## src/rtl/ram_ctrl_pkg.sv

```systemverilog
// rtl/ram_ctrl_pkg.sv - shared state encoding, default widths and helpers for ram_arbiter
package ram_ctrl_pkg;

    localparam int D_WIDTH_DEF = 16;
    localparam int A_WIDTH_DEF = 5;

    typedef enum logic {
        INIT = 1'b0,
        RUN  = 1'b1
    } state_e;

    // Requester index to its one-hot position in the 2-bit request/response vectors.
    function automatic logic [1:0] id_mask(input logic id);
        return id ? 2'b10 : 2'b01;
    endfunction

endpackage

```

## src/rtl/ram_arbiter_if.sv

```systemverilog
// rtl/ram_arbiter_if.sv - two-requester request/response bus between clients and ram_arbiter
interface ram_arbiter_if
    import ram_ctrl_pkg::*;
#(
    parameter int D_WIDTH = D_WIDTH_DEF,
    parameter int A_WIDTH = A_WIDTH_DEF
);
    logic [1:0]           req_valid;
    logic [1:0]           req_ready;
    logic [1:0]           req_we;
    logic [2*A_WIDTH-1:0] req_addr;
    logic [2*D_WIDTH-1:0] req_wdata;
    logic [1:0]           rsp_valid;
    logic [D_WIDTH-1:0]   rsp_rdata;

    modport master (
        output req_valid, req_we, req_addr, req_wdata,
        input  req_ready, rsp_valid, rsp_rdata
    );

    modport slave (
        input  req_valid, req_we, req_addr, req_wdata,
        output req_ready, rsp_valid, rsp_rdata
    );

endinterface

```

## src/rtl/rr_arbiter2.sv

```systemverilog
// rtl/rr_arbiter2.sv - two-way round-robin grant with a pointer that moves only on a grant
module rr_arbiter2 (
    input  logic       clk,
    input  logic       rst_n,
    input  logic       en,
    input  logic [1:0] req,
    output logic [1:0] gnt
);

    // ptr = 0 favours requester 0, ptr = 1 favours requester 1
    logic ptr;

    always_comb begin
        gnt = 2'b00;
        if (en) begin
            case (req)
                2'b01:   gnt = 2'b01;
                2'b10:   gnt = 2'b10;
                2'b11:   gnt = ptr ? 2'b10 : 2'b01;
                default: gnt = 2'b00;
            endcase
        end
    end

    always_ff @(posedge clk or negedge rst_n) begin
        if (!rst_n) begin
            ptr <= 1'b0;
        end else if (|gnt) begin
            ptr <= gnt[0];
        end
    end

endmodule

```

## src/rtl/ram_arbiter.sv

```systemverilog
// rtl/ram_arbiter.sv - clears the RAM after reset, then arbitrates two requesters onto its ports
module ram_arbiter
    import ram_ctrl_pkg::*;
#(
    parameter int D_WIDTH = D_WIDTH_DEF,
    parameter int A_WIDTH = A_WIDTH_DEF
) (
    input  logic               clk,
    input  logic               rst_n,
    ram_arbiter_if.slave       bus,
    output logic               init_done,
    output logic [A_WIDTH-1:0] ram_address_write,
    output logic [D_WIDTH-1:0] ram_data_write,
    output logic               ram_write_enable,
    output logic [A_WIDTH-1:0] ram_address_read,
    input  logic [D_WIDTH-1:0] ram_data_read
);

    state_e             state;
    state_e             state_nxt;
    logic [A_WIDTH-1:0] clr_cnt;
    logic               clr_last;
    logic               clr_en;
    logic               run_en;

    logic [1:0]         grant;
    logic               gnt_id;
    logic               accepted;
    logic               sel_we;
    logic [A_WIDTH-1:0] sel_addr;
    logic [D_WIDTH-1:0] sel_wdata;

    logic               rd_v1;
    logic               rd_id1;
    logic               rd_v2;
    logic               rd_id2;

    assign clr_last = &clr_cnt;

    always_ff @(posedge clk or negedge rst_n) begin
        if (!rst_n) begin
            state <= INIT;
        end else begin
            state <= state_nxt;
        end
    end

    always_comb begin
        state_nxt = state;
        if (state == INIT && clr_last) begin
            state_nxt = RUN;
        end
    end

    always_comb begin
        clr_en    = (state == INIT);
        run_en    = (state == RUN);
        init_done = (state == RUN);
    end

    // Counter parks on the last address instead of wrapping.
    always_ff @(posedge clk or negedge rst_n) begin
        if (!rst_n) begin
            clr_cnt <= '0;
        end else if (clr_en && !clr_last) begin
            clr_cnt <= clr_cnt + 1'b1;
        end
    end

    rr_arbiter2 u_arb (
        .clk   (clk),
        .rst_n (rst_n),
        .en    (run_en),
        .req   (bus.req_valid),
        .gnt   (grant)
    );

    assign bus.req_ready = grant;
    assign accepted      = |grant;
    assign gnt_id        = grant[1];
    assign sel_we        = gnt_id ? bus.req_we[1] : bus.req_we[0];
    assign sel_addr      = gnt_id ? bus.req_addr[2*A_WIDTH-1:A_WIDTH] : bus.req_addr[A_WIDTH-1:0];
    assign sel_wdata     = gnt_id ? bus.req_wdata[2*D_WIDTH-1:D_WIDTH] : bus.req_wdata[D_WIDTH-1:0];

    always_ff @(posedge clk or negedge rst_n) begin
        if (!rst_n) begin
            ram_write_enable  <= 1'b0;
            ram_address_write <= '0;
            ram_data_write    <= '0;
        end else if (clr_en) begin
            ram_write_enable  <= 1'b1;
            ram_address_write <= clr_cnt;
            ram_data_write    <= '0;
        end else begin
            ram_write_enable <= accepted && sel_we;
            if (accepted && sel_we) begin
                ram_address_write <= sel_addr;
                ram_data_write    <= sel_wdata;
            end
        end
    end

    // Stage 1 drives the RAM read address, stage 2 lines up with the registered RAM data.
    always_ff @(posedge clk or negedge rst_n) begin
        if (!rst_n) begin
            rd_v1            <= 1'b0;
            rd_id1           <= 1'b0;
            rd_v2            <= 1'b0;
            rd_id2           <= 1'b0;
            ram_address_read <= '0;
        end else begin
            rd_v1  <= accepted && !sel_we;
            rd_id1 <= gnt_id;
            rd_v2  <= rd_v1;
            rd_id2 <= rd_id1;
            if (accepted && !sel_we) begin
                ram_address_read <= sel_addr;
            end
        end
    end

    assign bus.rsp_valid = rd_v2 ? id_mask(rd_id2) : 2'b00;
    assign bus.rsp_rdata = rd_v2 ? ram_data_read : '0;

endmodule

```

## src/flat_wrapper.sv

```systemverilog
// flat-port wrapper written by rule: the top's interface ports become plain ports
module ram_arbiter_flat import ram_ctrl_pkg::*;
#(
    parameter int D_WIDTH = D_WIDTH_DEF,
    parameter int A_WIDTH = A_WIDTH_DEF
)
  (clk, rst_n, init_done, ram_address_write, ram_data_write, ram_write_enable, ram_address_read, ram_data_read, bus_req_valid, bus_req_we, bus_req_addr, bus_req_wdata, bus_req_ready, bus_rsp_valid, bus_rsp_rdata);
  ram_arbiter_if #(.D_WIDTH(D_WIDTH), .A_WIDTH(A_WIDTH)) bus_i ();
  input  logic clk;
  input  logic rst_n;
  output logic init_done;
  output logic [A_WIDTH-1:0] ram_address_write;
  output logic [D_WIDTH-1:0] ram_data_write;
  output logic ram_write_enable;
  output logic [A_WIDTH-1:0] ram_address_read;
  input  logic [D_WIDTH-1:0] ram_data_read;
  input wire logic [$bits(bus_i.req_valid)-1:0] bus_req_valid;
  input wire logic [$bits(bus_i.req_we)-1:0] bus_req_we;
  input wire logic [$bits(bus_i.req_addr)-1:0] bus_req_addr;
  input wire logic [$bits(bus_i.req_wdata)-1:0] bus_req_wdata;
  output wire logic [$bits(bus_i.req_ready)-1:0] bus_req_ready;
  output wire logic [$bits(bus_i.rsp_valid)-1:0] bus_rsp_valid;
  output wire logic [$bits(bus_i.rsp_rdata)-1:0] bus_rsp_rdata;
  assign bus_i.req_valid = bus_req_valid;
  assign bus_i.req_we = bus_req_we;
  assign bus_i.req_addr = bus_req_addr;
  assign bus_i.req_wdata = bus_req_wdata;
  assign bus_req_ready = bus_i.req_ready;
  assign bus_rsp_valid = bus_i.rsp_valid;
  assign bus_rsp_rdata = bus_i.rsp_rdata;
  ram_arbiter #(.D_WIDTH(D_WIDTH), .A_WIDTH(A_WIDTH)) u_core (.clk(clk), .rst_n(rst_n), .bus(bus_i), .init_done(init_done), .ram_address_write(ram_address_write), .ram_data_write(ram_data_write), .ram_write_enable(ram_write_enable), .ram_address_read(ram_address_read), .ram_data_read(ram_data_read));
endmodule
```

## config.mk

```make
export PLATFORM = sky130hd
export DESIGN_NAME = ram_arbiter_flat
export DESIGN_NICKNAME = d
export VERILOG_FILES = /design/src/rtl/ram_ctrl_pkg.sv /design/src/rtl/ram_arbiter_if.sv /design/src/rtl/rr_arbiter2.sv /design/src/rtl/ram_arbiter.sv /design/src/flat_wrapper.sv
export SDC_FILE = /design/constraint.sdc
export NUM_CORES = 1
export LEC_CHECK = 0
export ABC_AREA = 1
export CELL_PAD_IN_SITES_DETAIL_PLACEMENT = 2
export CELL_PAD_IN_SITES_GLOBAL_PLACEMENT = 2
export CORE_MARGIN = 2
export CORE_UTILIZATION = 21
export DETAILED_ROUTE_END_ITERATION = 16
export GPL_TIMING_DRIVEN = 0
export HOLD_SLACK_MARGIN = 0.15
export PLACE_DENSITY_LB_ADDON = 0.1
export SYNTH_ARGS = -nofsm -noshare
export SYNTH_HDL_FRONTEND = slang
export SYNTH_SLANG_ARGS = --single-unit
```

## constraint.sdc

```tcl
create_clock -name clk -period 4.3 [get_ports clk]
set_clock_uncertainty 0.1 [all_clocks]
set_input_delay 0.86 -clock clk [delete_from_list [all_inputs] [get_ports clk]]
set_output_delay 0.86 -clock clk [all_outputs]
set_load 0.01 [all_outputs]
```

; Word level (Yosys, flattened, before mapping)
; Index checks and enable logic that the tools add are counted.
; W data, S select, Z words.
[word_totals]
register_bits = 38
latch_bits = 0
ramBits = 0
mem_bits_ro = 0
input_bits = 64
output_inout_bits = 48
wordCells = 39
n_memories = 0
[op_classes]
n_addsub = 1
multipliers = 0
div_mod_pow = 0
n_lt_le_gt_ge = 0
n_eq_ne = 4
shift = 0
mux = 14
bitwise = 1
n_reduce_logical = 8
[op_table]
columns = cell, count
row1 = $mux W16, 4
row2 = $mux W5, 3
row3 = $mux W2, 4
row4 = $pmux W2 S3, 1
row5 = $add A5 B1 Y5 const B, 1
row6 = $reduce_and A5 Y1, 1
row7 = $eq A2 B2 Y1 const B, 2
row8 = $logic_and A1 B1 Y1, 4
row9 = $eq A2 B1 Y1 const B, 1
row10 = $logic_not A1 Y1, 2
row11 = $mux W1, 2
row12 = $ne A2 B2 Y1 const B, 1
row13 = $reduce_or A2 Y1, 1
row14 = $not A1 Y1, 1

; Longest topological paths before layout
[logic_depth]
depth_word = 7
mapped_depth = 9
depth_no_buf = 8

; Modules after synthesis
; Synthesis repeated with hierarchy kept, for this count alone.
[unflattened]
hier_cells = 296
area_unflattened_um2 = 2052.0
[modules_own_cells]
columns = mod, n_inst, cells_per_inst, area_each_um2, seq_area_each_um2
row1 = ram_arbiter, 1, 285, 1988.2, 925.9
row2 = rr_arbiter2, 1, 11, 63.8, 25.0

; Least setup slack after synthesis
; Ideal clock, no wire load.
[synth_path]
path_kind = in2out
from = input bus_req_valid[0]
to = output bus_req_ready[1]
arrival_time_ns = 1.272
t_required_ns = 3.340
setup_slack_ns = 2.068
cell_stages = 4
path_buffers = 1
path_cell_list = nand2_1 > nand3_1 > buf_2 > inv_1
[synth_between]
elab_chain_len = 3
word_cells_on_any_way = 5
cone_classes = eq/ne (3) / mux (2)
[synth_rtl]
columns = item, line_no
row1 = "start, declared", flat_wrapper.sv:17  ; input wire logic [$bits(bus_i.req_valid)-1:0] bus_req_valid;
row2 = $eq A2 B2 Y1 / $eq A2 B1 Y1 (equally long branches), rr_arbiter2.sv:16  ; case (req)
row3 = $pmux W2 S3 *, rr_arbiter2.sv:16
row4 = $mux W2 *, rr_arbiter2.sv:15  ; if (en) begin
row5 = "end, declared", flat_wrapper.sv:21  ; output wire logic [$bits(bus_i.req_ready)-1:0] bus_req_ready;
; Every way passes the cells marked *; elsewhere a longest branch is shown, timed or not.

; Worst setup path after layout
; Same ends and word-level chain as after synthesis.

==> flow_summary.json <==
{
  "status": "finished clean",
  "clk_pin_slew_ps": 70,
  "fp-row-count": 36,
  "r2r-start": "u_core.clr_cnt[0]",
  "insertion_delay_ps": 290,
  "period_needed_ps": 3400,
  "hold_path.class": "register to register",
  "timing.rr.end": "u_core.clr_cnt[3]",
  "num_antenna_cells": 0,
  "fin_crit_sh_pct": 79.0,
  "stdcell_area_um2": 3520,
  "gr-total-overflow": 0,
  "place_ws_ps": 883,
  "h-tree-depth": 2,
  "finalSetupViolCount": 0,
  "grt_pass1_vias": 2528,
  "dp.cells": 545,
  "io_pins": 112,
  "hold_buffers": 0,
  "gp_congestion": 0.667,
  "floorplan.initialDensity_pct": 21.6,
  "area_growth_pct": 66.8,
  "topRoutingLayerUsed": "met4",
  "drt_first_iter_violations": 33,
  "cts_root_buffer": "clkbuf_8",
  "wl_met3_um": 376,
  "drive_gt1_share_pct": 6.43,
  "endpoint_kind": "output port",
  "critPathArrivalTime_ps": 2440,
  "drcViolationCount": 0,
  "finalHoldViolCount": 0,
  "synth_warnings": 0,
  "antenna_found_initial": 0,
  "routedLengthMet1_um": 3610,
  "synth_area_per_cell_um2": 7.03,
  "core_um2": 9770,
  "leakagePower_nw": 1.83,
  "synth_nets": 366,
  "post_cts_buffers": 0,
  "cp_max_fo": 10,
  "timing.final.ws_setup_ps": 901,
  "syn-instance-count": 300,
  "vias": 2367,
  "r2r_cells": 7,
  "dpl.hpwl_um": 6340,
  "vdd_drop_max_mv": 0.116,
  "die_area_um2": 10900,
  "clkSinkCount": 38,
  "max_freq_ghz": 0.294,
  "cts_buffer_depth": 2,
  "max_slew_margin_pct": 66.7,
  "viasPerCell": 4.28,
  "synth_area_um2": 2110,
  "track_usage_pct": 15.3,
  "layout_common_cells": "113 x nand2_1, 110 x clkdlybuf4s50_1, 51 x nand3_1",
  "cts_resized": 0,
  "hold_ws_ps": 259,
  "die_width_um": 104,
  "ys_seq_area_share_pct": 45.1,
  "port-buffer-count": 111,
  "stdcell_count": 553,
  "wl_per_cell_um": 14.6,
  "critPathLaunchType": "input pin",
  "first_pass_iters": 4,
  "finalWirelength_um": 8090,
  "rsz0062_at_grt": "no",
  "hold_depth": 0,
  "grt_max_degree": 22,
  "worst-setup-path-type": "input pin to output port",
  "synth-seq-cells": 38,
  "nNetsFinal": 485,
  "max_cap_violations": 0,
  "setup_tns_ps": 0,
  "holdCritStartpoint": "u_core.rd_id1",
  "final_common_cell": "nand2_1",
  "numCtsBuffers": 5,
  "wl_met2_um": 4020,
  "ff2ff_setup_slack_ps": 2490,
  "grt_pass1_wl_um": 13200,
  "ant_nets": 0,
  "min_to": "u_core.rd_id2",
  "worst_pin_slew_ps": 499,
  "crit_required_ps": 3340,
  "dpl-instance-area_um2": 3410,
  "synth_cell_types": 21,
  "slew_viol_final": 0,
  "die_y_um": 104,
  "cellPowerDensity_nw_per_um2": 313,
  "tritoncts": "built"
}
[flip-flops by register name, summed over array words and instances (netlist names)]
signal                    count
u_core.u_arb.ptr              1
u_core.rd_id2                 1
u_core.ram_address_write      5
u_core.ram_write_enable       1
u_core.ram_data_write        16
u_core.rd_id1                 1
u_core.rd_v2                  1
u_core.ram_address_read       5
u_core.clr_cnt                5
u_core.init_done              1
u_core.rd_v1                  1
[synthesized netlist by cell type, drive strengths merged]
master  instances  area share (%)
a21oi           1            0.77
nor2            8             1.4
clkbuf          4            0.71
ha              2             1.2
nand2         114              20
xor2            2            0.83
inv            47             8.4
nand3          52              13
buf            13             3.2
xnor2           1            0.42
o21ai          10             2.4
o22ai           1            0.30
dfrtp          38              45
nand4           7             2.4
[how the worst max path moves through the flow]
stage                startpoint                to  slack [ps]
2_1_floorplan  bus_req_valid[0]  bus_req_ready[1]        2070
3_3_place_gp   bus_req_valid[0]  bus_req_ready[1]         950
3_5_place_dp   bus_req_valid[0]  bus_req_ready[1]         880
4_1_cts        bus_req_valid[0]  bus_req_ready[1]         890
5_1_grt        bus_req_valid[0]  bus_req_ready[1]         810
6_report       bus_req_valid[0]  bus_req_ready[1]         900
[where the power goes]
| group | internal (mW) | switching (mW) |
|---|---|---|
| sequential | 0.407 | 0.0289 |
| combinational | 0.198 | 0.165 |
| clock | 0.171 | 0.133 |
| total | 0.776 | 0.326 |
[per-stage QoR]
stage | util, % | total power [mW]
2_1_floorplan | - | 0.579
5_1_grt | 36.0 | 1.17
4_1_cts | 36.0 | 1.13
3_5_place_dp | 34.9 | 0.814
3_3_place_gp | 34.7 | 0.800
6_report | 36.0 | 1.10
[worst max-delay path, cell delays in order]
cell	delay, ps
clkdlybuf4s50_1	510
nand2_1	100
nand3_1	100
buf_2	270
inv_1	90
clkdlybuf4s50_1	510
[cell type report]
| type | instances | area [µm²] |
|---|---|---|
| Fill cell | 1178 | 6260 |
| Timing Repair Buffer | 112 | 1130 |
| Sequential cell | 38 | 951 |
| Multi-Input combinational cell | 198 | 900 |
| Inverter | 47 | 176 |
| Tap cell | 133 | 166 |
| Buffer | 17 | 82.6 |
| Clock buffer | 5 | 68.8 |
| Clock inverter | 3 | 40.0 |
[metal layers]
layer	GRT usage (%)	vias up
met4	3.47	0
met1	19.4	1144
met5	0	-
met3	3.38	6
li1	-	1157
met2	26.4	60
[logic make-up (layout without fill, tap and decap cells)]
family / Yosys count / count (layout) / share of synthesized area [%]
and+or+nand+nor: 181 / 181 / 36.8
xor gates and xnor gates: 3 / 3 / 1.25
buffers and inverters: 64 / 184 / 12.3
DFF: 38 / 38 / 45.1
adders and majority gates: 2 / 2 / 1.19
AOI/OAI and AO/OA: 12 / 12 / 3.44
(Power assumes the default switching activity.)
